$ cat src/rtl/decode_stage_pipe_pkg.sv
// Shared RV32I decode definitions: opcodes, selector enums, control bundle,
// immediate generation and ALU-op decode helpers.
package klp32_pkg;

  localparam logic [6:0] OPC_LUI      = 7'b0110111;
  localparam logic [6:0] OPC_AUIPC    = 7'b0010111;
  localparam logic [6:0] OPC_JAL      = 7'b1101111;
  localparam logic [6:0] OPC_JALR     = 7'b1100111;
  localparam logic [6:0] OPC_BRANCH   = 7'b1100011;
  localparam logic [6:0] OPC_LOAD     = 7'b0000011;
  localparam logic [6:0] OPC_STORE    = 7'b0100011;
  localparam logic [6:0] OPC_OP_IMM   = 7'b0010011;
  localparam logic [6:0] OPC_OP       = 7'b0110011;
  localparam logic [6:0] OPC_MISC_MEM = 7'b0001111;
  localparam logic [6:0] OPC_SYSTEM   = 7'b1110011;

  localparam logic [2:0] LSM_B  = 3'b000;
  localparam logic [2:0] LSM_H  = 3'b001;
  localparam logic [2:0] LSM_W  = 3'b010;
  localparam logic [2:0] LSM_BU = 3'b100;
  localparam logic [2:0] LSM_HU = 3'b101;

  typedef enum logic [2:0] {IMM_I, IMM_S, IMM_B, IMM_U, IMM_J} imm_sel_e;
  typedef enum logic [1:0] {WB_ALU, WB_MEM, WB_PC4} wb_sel_e;
  typedef enum logic [3:0] {
    ALU_ADD, ALU_SUB, ALU_SLL, ALU_SLT, ALU_SLTU, ALU_XOR,
    ALU_SRL, ALU_SRA, ALU_OR, ALU_AND, ALU_COPY_B
  } alu_sel_e;

  // alu_src_1_sel: 0 = rs1, 1 = pc; alu_src_2_sel: 0 = rs2, 1 = immediate;
  // mem_rw: 0 = read, 1 = write.
  typedef struct packed {
    logic       reg_wr_en;
    logic       alu_src_1_sel;
    logic       alu_src_2_sel;
    logic       br_u;
    logic       mem_rw;
    logic       is_branch;
    logic       is_jump;
    logic [2:0] load_store_mode;
    imm_sel_e   imm_sel;
    alu_sel_e   alu_sel;
    wb_sel_e    wb_sel;
    logic       uses_rs1;
    logic       uses_rs2;
  } decode_ctrl_t;

  function automatic logic [31:0] gen_imm(input logic [31:0] inst, input imm_sel_e sel);
    logic [31:0] imm;
    unique case (sel)
      IMM_S:   imm = {{20{inst[31]}}, inst[31:25], inst[11:7]};
      IMM_B:   imm = {{19{inst[31]}}, inst[31], inst[7], inst[30:25], inst[11:8], 1'b0};
      IMM_U:   imm = {inst[31:12], 12'b0};
      IMM_J:   imm = {{11{inst[31]}}, inst[31], inst[19:12], inst[20], inst[30:21], 1'b0};
      default: imm = {{20{inst[31]}}, inst[31:20]};
    endcase
    return imm;
  endfunction

  // funct7[5] selects SUB only for register-register ops, SRA for both forms.
  function automatic alu_sel_e alu_decode(input logic [2:0] f3, input logic f7b5,
                                          input logic is_op);
    alu_sel_e sel;
    unique case (f3)
      3'd0: if (is_op && f7b5) sel = ALU_SUB; else sel = ALU_ADD;
      3'd1: sel = ALU_SLL;
      3'd2: sel = ALU_SLT;
      3'd3: sel = ALU_SLTU;
      3'd4: sel = ALU_XOR;
      3'd5: if (f7b5) sel = ALU_SRA; else sel = ALU_SRL;
      3'd6: sel = ALU_OR;
      default: sel = ALU_AND;
    endcase
    return sel;
  endfunction

endpackage

$ cat src/rtl/decode_stage_pipe_if.sv
// Fetch-to-decode and ID/EX handshake bundle.
interface decode_stage_pipe_if #(
  parameter int XLEN  = 32,
  parameter int NREGS = 32
);
  import klp32_pkg::*;
  localparam int AW = $clog2(NREGS);

  logic            i_valid;
  logic            o_ready;
  logic [31:0]     i_inst;
  logic [XLEN-1:0] i_pc;
  logic [XLEN-1:0] i_pc_inc;
  logic            i_ex_ready;
  logic            o_valid;
  logic [31:0]     o_inst;
  logic [XLEN-1:0] o_pc;
  logic [XLEN-1:0] o_pc_inc;
  logic [XLEN-1:0] o_data_1;
  logic [XLEN-1:0] o_data_2;
  logic [XLEN-1:0] o_immediate;
  logic [AW-1:0]   o_rs1;
  logic [AW-1:0]   o_rs2;
  logic [AW-1:0]   o_rd;
  decode_ctrl_t    o_ctrl;
  logic            o_illegal;

  modport master (
    output i_valid, i_inst, i_pc, i_pc_inc, i_ex_ready,
    input  o_ready, o_valid, o_inst, o_pc, o_pc_inc, o_data_1, o_data_2,
           o_immediate, o_rs1, o_rs2, o_rd, o_ctrl, o_illegal
  );

  modport slave (
    input  i_valid, i_inst, i_pc, i_pc_inc, i_ex_ready,
    output o_ready, o_valid, o_inst, o_pc, o_pc_inc, o_data_1, o_data_2,
           o_immediate, o_rs1, o_rs2, o_rd, o_ctrl, o_illegal
  );
endinterface

$ cat src/rtl/decode_stage_pipe_regfile.sv
// Parametrised register file: two async read ports, one sync write port,
// x0 hardwired to zero, optional same-cycle write-through bypass.
module regfile_param #(
  parameter int NREGS  = 32,
  parameter int XLEN   = 32,
  parameter int BYPASS = 1
) (
  input  logic                     clk,
  input  logic                     i_wr_en,
  input  logic [$clog2(NREGS)-1:0] i_wr_addr,
  input  logic [XLEN-1:0]          i_wr_data,
  input  logic [$clog2(NREGS)-1:0] i_rd_addr_1,
  input  logic [$clog2(NREGS)-1:0] i_rd_addr_2,
  output logic [XLEN-1:0]          o_rd_data_1,
  output logic [XLEN-1:0]          o_rd_data_2
);
  logic [XLEN-1:0] mem [NREGS];

  // Write port; x0 is never stored, so its slot is never read either.
  always_ff @(posedge clk) begin
    if (i_wr_en && i_wr_addr != '0) mem[i_wr_addr] <= i_wr_data;
  end

  // Read ports with x0 forced to zero and optional writeback forwarding.
  always_comb begin
    o_rd_data_1 = '0;
    o_rd_data_2 = '0;
    if (i_rd_addr_1 != '0) begin
      if (BYPASS != 0 && i_wr_en && i_rd_addr_1 == i_wr_addr) o_rd_data_1 = i_wr_data;
      else o_rd_data_1 = mem[i_rd_addr_1];
    end
    if (i_rd_addr_2 != '0) begin
      if (BYPASS != 0 && i_wr_en && i_rd_addr_2 == i_wr_addr) o_rd_data_2 = i_wr_data;
      else o_rd_data_2 = mem[i_rd_addr_2];
    end
  end
endmodule

$ cat src/rtl/decode_stage_pipe.sv
// RV32I decode stage with registered ID/EX output, load-use bubbling,
// back-pressure hold and branch flush.
module decode_stage_pipe
  import klp32_pkg::*;
#(
  parameter int XLEN   = 32,
  parameter int NREGS  = 32,
  parameter int BYPASS = 1
) (
  input  logic                     clk,
  input  logic                     rst_n,
  decode_stage_pipe_if.slave       bus,
  input  logic                     i_flush,
  input  logic                     i_reg_wr_en,
  input  logic [$clog2(NREGS)-1:0] i_write_addr,
  input  logic [XLEN-1:0]          i_writeback
);
  localparam int AW = $clog2(NREGS);

  if (XLEN != 32) begin : g_xlen_check
    $error("decode_stage_pipe supports XLEN=32 only");
  end

  typedef enum logic [1:0] {RUN, BUBBLE, HOLD} state_e;
  state_e state_q, state_d;

  logic [6:0]      opcode;
  logic [4:0]      rs1_idx, rs2_idx, rd_idx;
  decode_ctrl_t    ctrl_dec;
  logic            opc_ok, illegal, hazard, accept;
  logic [XLEN-1:0] rd_data_1, rd_data_2;

  logic            valid_q, illegal_q;
  logic [31:0]     inst_q;
  logic [XLEN-1:0] pc_q, pc_inc_q, data_1_q, data_2_q, imm_q;
  logic [AW-1:0]   rs1_q, rs2_q, rd_q;
  decode_ctrl_t    ctrl_q;

  assign opcode  = bus.i_inst[6:0];
  assign rs1_idx = bus.i_inst[19:15];
  assign rs2_idx = bus.i_inst[24:20];
  assign rd_idx  = bus.i_inst[11:7];

  // Control decode from opcode/funct fields.
  always_comb begin
    ctrl_dec = '0;
    opc_ok   = 1'b1;
    unique case (opcode)
      OPC_LUI: begin
        ctrl_dec.reg_wr_en = 1'b1; ctrl_dec.alu_src_2_sel = 1'b1;
        ctrl_dec.imm_sel = IMM_U;  ctrl_dec.alu_sel = ALU_COPY_B;
      end
      OPC_AUIPC: begin
        ctrl_dec.reg_wr_en = 1'b1; ctrl_dec.alu_src_1_sel = 1'b1;
        ctrl_dec.alu_src_2_sel = 1'b1; ctrl_dec.imm_sel = IMM_U;
      end
      OPC_JAL: begin
        ctrl_dec.reg_wr_en = 1'b1; ctrl_dec.is_jump = 1'b1; ctrl_dec.alu_src_1_sel = 1'b1;
        ctrl_dec.alu_src_2_sel = 1'b1; ctrl_dec.imm_sel = IMM_J; ctrl_dec.wb_sel = WB_PC4;
      end
      OPC_JALR: begin
        ctrl_dec.reg_wr_en = 1'b1; ctrl_dec.is_jump = 1'b1; ctrl_dec.alu_src_2_sel = 1'b1;
        ctrl_dec.wb_sel = WB_PC4;  ctrl_dec.uses_rs1 = 1'b1;
      end
      OPC_BRANCH: begin
        ctrl_dec.is_branch = 1'b1; ctrl_dec.br_u = bus.i_inst[13];
        ctrl_dec.alu_src_1_sel = 1'b1; ctrl_dec.alu_src_2_sel = 1'b1;
        ctrl_dec.imm_sel = IMM_B; ctrl_dec.uses_rs1 = 1'b1; ctrl_dec.uses_rs2 = 1'b1;
      end
      OPC_LOAD: begin
        ctrl_dec.reg_wr_en = 1'b1; ctrl_dec.alu_src_2_sel = 1'b1; ctrl_dec.wb_sel = WB_MEM;
        ctrl_dec.load_store_mode = bus.i_inst[14:12]; ctrl_dec.uses_rs1 = 1'b1;
      end
      OPC_STORE: begin
        ctrl_dec.mem_rw = 1'b1; ctrl_dec.alu_src_2_sel = 1'b1; ctrl_dec.imm_sel = IMM_S;
        ctrl_dec.load_store_mode = bus.i_inst[14:12];
        ctrl_dec.uses_rs1 = 1'b1; ctrl_dec.uses_rs2 = 1'b1;
      end
      OPC_OP_IMM: begin
        ctrl_dec.reg_wr_en = 1'b1; ctrl_dec.alu_src_2_sel = 1'b1; ctrl_dec.uses_rs1 = 1'b1;
        ctrl_dec.alu_sel = alu_decode(bus.i_inst[14:12], bus.i_inst[30], 1'b0);
      end
      OPC_OP: begin
        ctrl_dec.reg_wr_en = 1'b1; ctrl_dec.uses_rs1 = 1'b1; ctrl_dec.uses_rs2 = 1'b1;
        ctrl_dec.alu_sel = alu_decode(bus.i_inst[14:12], bus.i_inst[30], 1'b1);
      end
      OPC_MISC_MEM, OPC_SYSTEM: ;
      default: opc_ok = 1'b0;
    endcase
  end

  assign illegal = !opc_ok
                || (ctrl_dec.uses_rs1  && int'(rs1_idx) >= NREGS)
                || (ctrl_dec.uses_rs2  && int'(rs2_idx) >= NREGS)
                || (ctrl_dec.reg_wr_en && int'(rd_idx)  >= NREGS);

  assign hazard = bus.o_valid && bus.i_valid && !illegal
               && ctrl_q.wb_sel == WB_MEM && rd_q != '0
               && ((ctrl_dec.uses_rs1 && rs1_idx[AW-1:0] == rd_q)
                || (ctrl_dec.uses_rs2 && rs2_idx[AW-1:0] == rd_q));

  assign bus.o_ready = bus.i_ex_ready && !hazard && !i_flush;
  assign accept      = bus.i_valid && bus.o_ready;

  regfile_param #(.NREGS(NREGS), .XLEN(XLEN), .BYPASS(BYPASS)) u_regfile (
    .clk         (clk),
    .i_wr_en     (i_reg_wr_en),
    .i_wr_addr   (i_write_addr),
    .i_wr_data   (i_writeback),
    .i_rd_addr_1 (rs1_idx[AW-1:0]),
    .i_rd_addr_2 (rs2_idx[AW-1:0]),
    .o_rd_data_1 (rd_data_1),
    .o_rd_data_2 (rd_data_2)
  );

  // FSM state register.
  always_ff @(posedge clk) begin
    if (!rst_n) state_q <= RUN;
    else        state_q <= state_d;
  end

  // Next-state: flush always returns to RUN, back-pressure holds, hazard bubbles.
  always_comb begin
    state_d = state_q;
    unique case (state_q)
      RUN:     if (!bus.i_ex_ready) state_d = HOLD; else if (hazard) state_d = BUBBLE;
      BUBBLE:  if (!bus.i_ex_ready) state_d = HOLD; else state_d = RUN;
      HOLD:    if (bus.i_ex_ready) state_d = hazard ? BUBBLE : RUN;
      default: state_d = RUN;
    endcase
    if (i_flush) state_d = RUN;
  end

  // ID/EX register: reset > flush > hold > accept > bubble.
  always_ff @(posedge clk) begin
    if (!rst_n || i_flush) begin
      valid_q <= 1'b0; illegal_q <= 1'b0; inst_q <= '0; pc_q <= '0; pc_inc_q <= '0;
      data_1_q <= '0; data_2_q <= '0; imm_q <= '0;
      rs1_q <= '0; rs2_q <= '0; rd_q <= '0; ctrl_q <= '0;
    end else if (!bus.i_ex_ready) begin
      valid_q <= valid_q;
    end else if (accept) begin
      valid_q   <= 1'b1;
      illegal_q <= illegal;
      inst_q    <= bus.i_inst;
      pc_q      <= bus.i_pc;
      pc_inc_q  <= bus.i_pc_inc;
      data_1_q  <= rd_data_1;
      data_2_q  <= rd_data_2;
      imm_q     <= gen_imm(bus.i_inst, ctrl_dec.imm_sel);
      rs1_q     <= rs1_idx[AW-1:0];
      rs2_q     <= rs2_idx[AW-1:0];
      rd_q      <= rd_idx[AW-1:0];
      ctrl_q    <= illegal ? '0 : ctrl_dec;
    end else begin
      valid_q <= 1'b0;
    end
  end

  assign bus.o_valid     = valid_q;
  assign bus.o_illegal   = illegal_q;
  assign bus.o_inst      = inst_q;
  assign bus.o_pc        = pc_q;
  assign bus.o_pc_inc    = pc_inc_q;
  assign bus.o_data_1    = data_1_q;
  assign bus.o_data_2    = data_2_q;
  assign bus.o_immediate = imm_q;
  assign bus.o_rs1       = rs1_q;
  assign bus.o_rs2       = rs2_q;
  assign bus.o_rd        = rd_q;
  assign bus.o_ctrl      = ctrl_q;
endmodule
$ cat src/flat_wrapper.sv
// flat-port wrapper written by rule: the top's interface ports become plain ports
module decode_stage_pipe_flat import klp32_pkg::*;
#(
  parameter int XLEN   = 32,
  parameter int NREGS  = 32,
  parameter int BYPASS = 1
)
  (clk, rst_n, i_flush, i_reg_wr_en, i_write_addr, i_writeback, bus_i_valid, bus_i_inst, bus_i_pc, bus_i_pc_inc, bus_i_ex_ready, bus_o_ready, bus_o_valid, bus_o_inst, bus_o_pc, bus_o_pc_inc, bus_o_data_1, bus_o_data_2, bus_o_immediate, bus_o_rs1, bus_o_rs2, bus_o_rd, bus_o_ctrl, bus_o_illegal);
  decode_stage_pipe_if #(.XLEN(XLEN), .NREGS(NREGS)) bus_i ();
  input  logic clk;
  input  logic rst_n;
  input  logic i_flush;
  input  logic i_reg_wr_en;
  input  logic [$clog2(NREGS)-1:0] i_write_addr;
  input  logic [XLEN-1:0] i_writeback;
  input wire logic [$bits(bus_i.i_valid)-1:0] bus_i_valid;
  input wire logic [$bits(bus_i.i_inst)-1:0] bus_i_inst;
  input wire logic [$bits(bus_i.i_pc)-1:0] bus_i_pc;
  input wire logic [$bits(bus_i.i_pc_inc)-1:0] bus_i_pc_inc;
  input wire logic [$bits(bus_i.i_ex_ready)-1:0] bus_i_ex_ready;
  output wire logic [$bits(bus_i.o_ready)-1:0] bus_o_ready;
  output wire logic [$bits(bus_i.o_valid)-1:0] bus_o_valid;
  output wire logic [$bits(bus_i.o_inst)-1:0] bus_o_inst;
  output wire logic [$bits(bus_i.o_pc)-1:0] bus_o_pc;
  output wire logic [$bits(bus_i.o_pc_inc)-1:0] bus_o_pc_inc;
  output wire logic [$bits(bus_i.o_data_1)-1:0] bus_o_data_1;
  output wire logic [$bits(bus_i.o_data_2)-1:0] bus_o_data_2;
  output wire logic [$bits(bus_i.o_immediate)-1:0] bus_o_immediate;
  output wire logic [$bits(bus_i.o_rs1)-1:0] bus_o_rs1;
  output wire logic [$bits(bus_i.o_rs2)-1:0] bus_o_rs2;
  output wire logic [$bits(bus_i.o_rd)-1:0] bus_o_rd;
  output wire logic [$bits(bus_i.o_ctrl)-1:0] bus_o_ctrl;
  output wire logic [$bits(bus_i.o_illegal)-1:0] bus_o_illegal;
  assign bus_i.i_valid = bus_i_valid;
  assign bus_i.i_inst = bus_i_inst;
  assign bus_i.i_pc = bus_i_pc;
  assign bus_i.i_pc_inc = bus_i_pc_inc;
  assign bus_i.i_ex_ready = bus_i_ex_ready;
  assign bus_o_ready = bus_i.o_ready;
  assign bus_o_valid = bus_i.o_valid;
  assign bus_o_inst = bus_i.o_inst;
  assign bus_o_pc = bus_i.o_pc;
  assign bus_o_pc_inc = bus_i.o_pc_inc;
  assign bus_o_data_1 = bus_i.o_data_1;
  assign bus_o_data_2 = bus_i.o_data_2;
  assign bus_o_immediate = bus_i.o_immediate;
  assign bus_o_rs1 = bus_i.o_rs1;
  assign bus_o_rs2 = bus_i.o_rs2;
  assign bus_o_rd = bus_i.o_rd;
  assign bus_o_ctrl = bus_i.o_ctrl;
  assign bus_o_illegal = bus_i.o_illegal;
  decode_stage_pipe #(.XLEN(XLEN), .NREGS(NREGS), .BYPASS(BYPASS)) u_core (.clk(clk), .rst_n(rst_n), .bus(bus_i), .i_flush(i_flush), .i_reg_wr_en(i_reg_wr_en), .i_write_addr(i_write_addr), .i_writeback(i_writeback));
endmodule
$ cat config.mk
export PLATFORM = sky130hd
export DESIGN_NAME = decode_stage_pipe_flat
export DESIGN_NICKNAME = d
export VERILOG_FILES = /design/src/rtl/decode_stage_pipe_pkg.sv /design/src/rtl/decode_stage_pipe_if.sv /design/src/rtl/decode_stage_pipe_regfile.sv /design/src/rtl/decode_stage_pipe.sv /design/src/flat_wrapper.sv
export SDC_FILE = /design/constraint.sdc
export NUM_CORES = 2
export LEC_CHECK = 0
export BUFFER_PORTS_ARGS = -buffer_cell sky130_fd_sc_hd__buf_2
export CAP_MARGIN = 10
export CORE_MARGIN = 2
export CORE_UTILIZATION = 50
export CTS_CLUSTER_SIZE = 28
export DETAILED_ROUTE_END_ITERATION = 10
export PLACE_DENSITY = 0.7
export SYNTH_ARGS = -nofsm -noshare
export SYNTH_HDL_FRONTEND = slang
export SYNTH_SLANG_ARGS = --single-unit
$ cat constraint.sdc
create_clock -name clk -period 2.3 [get_ports clk]
set_input_delay 0 -clock clk [delete_from_list [all_inputs] [get_ports clk]]
set_output_delay 0 -clock clk [all_outputs]
set_load 0.02 [all_outputs]
==> results by group <==
Run status
  • Status: finished clean

Worst setup path
  • FF-to-FF End: u_core.bus.o_data_2[20]
  • CP Data Arrival Time: 2260 ps
  • Worst path slowest cell: or4_1
  • Reg2Reg Depth: 9
  • Crit path kind: flip-flop to primary output
  • Max FO, Critical Path: 3
  • Reg2reg start: u_core.bus.o_rd[1]
  • Crit-path cells: or4_1, o21ai_1, a21oi_2, a21oi_1, buf_2
  • Delay of the slowest cell on the worst path: 510 ps
  • Startpoint Class: flip-flop
  • Worst EP required: 2300 ps
  • R2R Setup Slk: 50 ps
  • Crit end category: primary output

Placement
  • PortBufs: 369
  • Detailed placer's ending HPWL: 112000 µm
  • DP Area: 61900 µm²
  • GPL Wtd Cong: 0.934
  • Placed insts: 5463
  • Post-Place Setup Slack: -258 ps

Timing
  • Finish-stage setup viols: 0
  • Worst Slack Setup Final: 38.5 ps
  • Unrepaired setup endpoints after global routing: true
  • Least-Margin Pin Slew: 728 ps
  • Max Slew Vio Count: 0
  • Max frequency: 442 MHz
  • Post-Route Skew: 29.6 ps
  • Post-layout min period: 2260 ps
  • Hold WS: 62.2 ps
  • Normalized max-slew margin: 51.5%
  • Crit share post-route: 98.3%
  • Fin. Hold Viols: 0

Power
  • Pwr/cell area: 739 nW/µm²
  • Static leakage: 23.9 nW
  • VDD IR-drop max: 0.000779 V

GRT
  • Number of global-route vias before repair: 37900
  • Largest net degree at the start of global routing: 149
  • First-pass GRT wire length: 262000 µm
  • GRT Resource Usage Total: 31.7%
  • Initial antenna violation count: 7
  • Total congestion overflow: 0

Flow run
  • Max-Cap Viols: 0

Floorplan
  • Die H: 338 µm
  • IO Pins: 370
  • Die Wd: 338 µm
  • Core ar.: 111000 µm²
  • Total die area: 114000 µm²
  • Initial Util: 50.4%
  • Rows: 122

Clock tree
  • Clk buf depth: 3
  • Clock-pin slew on the worst setup and hold paths: 60 ps
  • CTS tree: done
  • Root Buffer: clkbuf_16
  • CTS Buf Count: 132
  • Clock sink total: 1238
  • Clk Latency, worst-skew pair: 750 ps
  • # H-tree levels: 4

Logic synthesis
  • Post-synthesis cell type count: 58
  • Ranking of synthesized cells by area: edfxtp_1 55%, mux4_2 15%, dfxtp_1 7.7%
  • Area leader, netlist: edfxtp_1
  • Synth top area share: 55.0%
  • Avg Synthesized Cell Area: 15.4 µm²
  • Syn. warnings: 0
  • Post-synthesis register bit count: 1238
  • EDFF count, synth: 1024
  • Syn Inst Count: 3618
  • Post-Syn Area: 55900 µm²
  • Top FF cell, synth: edfxtp_1
  • Seq/Total Area, Yosys: 62.7%
  • Synth async-reset ratio: 0%

Final layout
  • Fillers: 7922
  • Most frequent cells in the layout: 1024 x edfxtp_1, 385 x mux2i_1, 382 x mux4_2
  • Post-route cell area: 67700 µm²
  • Layout cell share with drive strength beyond 1: 29.9%
  • Nets: 4396
  • Fin cells: 5856
  • Area growth, synth to finish: 21.1%
  • Area occupied by registers: 35000 µm²
  • Multi-input logic area: 19600 µm²
  • Most common cell after layout, fill and taps aside: edfxtp_1

Routing
  • DRC: 0
  • Total Routed Length: 185000 µm
  • Wire per inst: 31.6 µm
  • DRC marker count from the first detailed-route iteration: 5354
  • DRT antenna net count: 0
  • DRT Pass-1 Iters: 6
  • Via count: 38700
  • Via density: 6.61

Worst hold path
  • Hold/Removal Path Class: input port to flip-flop
  • Min-Delay Path Depth: 4
  • Hold Path Sink: u_core.bus.o_pc[18]
  • Hold Startpoint: bus_i_pc[18]
## layout make-up
class	count	area share [%]
antenna	1	0.00370
clock buffer	185	5.58
clock inverter	59	0.675
inverter	97	0.538
multi-input combinational	2003	28.9
sequential	1238	51.8
tap	1488	2.75
timing repair buffer	785	9.80
## sequential cells by signal (all words and copies together), names as in the netlist, 19 cells and up
register,cells
u_core.bus.o_data_1,32
u_core.bus.o_immediate,32
u_core.u_regfile.mem,1024
u_core.bus.o_pc,32
u_core.bus.o_data_2,32
u_core.bus.o_inst,19
u_core.bus.o_pc_inc,32
u_core.bus.o_ctrl,21
## per-stage QoR
stage	TNS (ps)	util, %	power (mW)
after floorplan	-24000	-	27.6
after global placement	-279	55.8	29.4
after global routing	-129	61.1	51.3
after CTS	0	61.0	50.1
after detailed placement	-2180	55.8	29.4
final	0	61.1	50.0
## kinds of logic after synthesis
logic type / Yosys count / synth area share [%]
buf+inv: 408 / 3.22
simple gates: 653 / 5.14
xor+xnor: 20 / 0.313
other cells: 1 / 0.00671
compound gates: 525 / 6.22
mux: 773 / 22.4
flops: 1238 / 62.7
## worst max-delay path, delay by kind of cell (launching register included)
kind / cells / cell delay (ps)
simple gates: 1 / 510
flops: 1 / 310
compound gates: 3 / 490
buf+inv: 1 / 220
## power by group
part | internal, mW | total (mW) | switching, mW
clock network | 11.9 | 20.8 | 8.86
logic | 1.92 | 4.50 | 2.59
registers | 24.6 | 24.8 | 0.171
total | 38.4 | 50.0 | 11.6
## timing repair
item,4_1_cts,5_1_grt
setup endpoints to repair,1,120
resized for setup,3,13
hold endpoints to repair,1241,0
hold buffers,138,0
setup buffers,4,3
pin swaps,1,2
gates cloned,1,2
## cell usage after synthesis, types with 4 or more instances
library cell,instances
buf_4,29
a22oi_1,127
o21ai_0,7
nor2_1,137
o22ai_1,60
o211ai_1,32
and2_1,5
dfxtp_1,214
mux4_2,382
inv_1,97
mux2_2,6
xnor2_1,9
nand3_1,91
xor2_1,11
buf_1,30
nand2b_1,11
a21oi_1,189
nand4_1,40
a221oi_1,5
and3_1,6
clkbuf_1,136
o221ai_1,30
a211oi_1,22
mux2i_1,385
buf_2,114
nor3b_1,4
o32ai_1,33
nor3_1,31
nand2_1,300
edfxtp_1,1024
nor2b_1,9
## worst max-delay path by stage
stage | endpoint | startpoint | slack (ps) | cells past startpoint
floorplan | u_core.u_regfile.mem[24][0] | i_write_addr[3] | -70 | 4
CTS | u_core.bus.o_data_1[5] | u_core.bus.o_rd[0] | 3 | 8
finish | bus_o_ready | u_core.bus.o_rd[1] | 40 | 5
detailed placement | u_core.bus.o_data_2[20] | bus_i_inst[21] | -260 | 8
global placement | u_core.bus.o_data_2[20] | bus_i_inst[21] | -280 | 8
global route | u_core.bus.o_pc_inc[28] | u_core.bus.o_rd[2] | -30 | 8
## per-layer routing
| metal | track usage [%] | vias to the layer above | wire length, µm |
|---|---|---|---|
| met3 | 7.54 | 561 | 23100 |
| met2 | 49.6 | 2891 | 85300 |
| met5 | 0 | - | 32 |
| met4 | 16.1 | 6 | 10300 |
| li1 | - | 15700 | - |
| met1 | 41.5 | 19600 | 66000 |
Note: power is estimated with default switching activity, not from simulation.
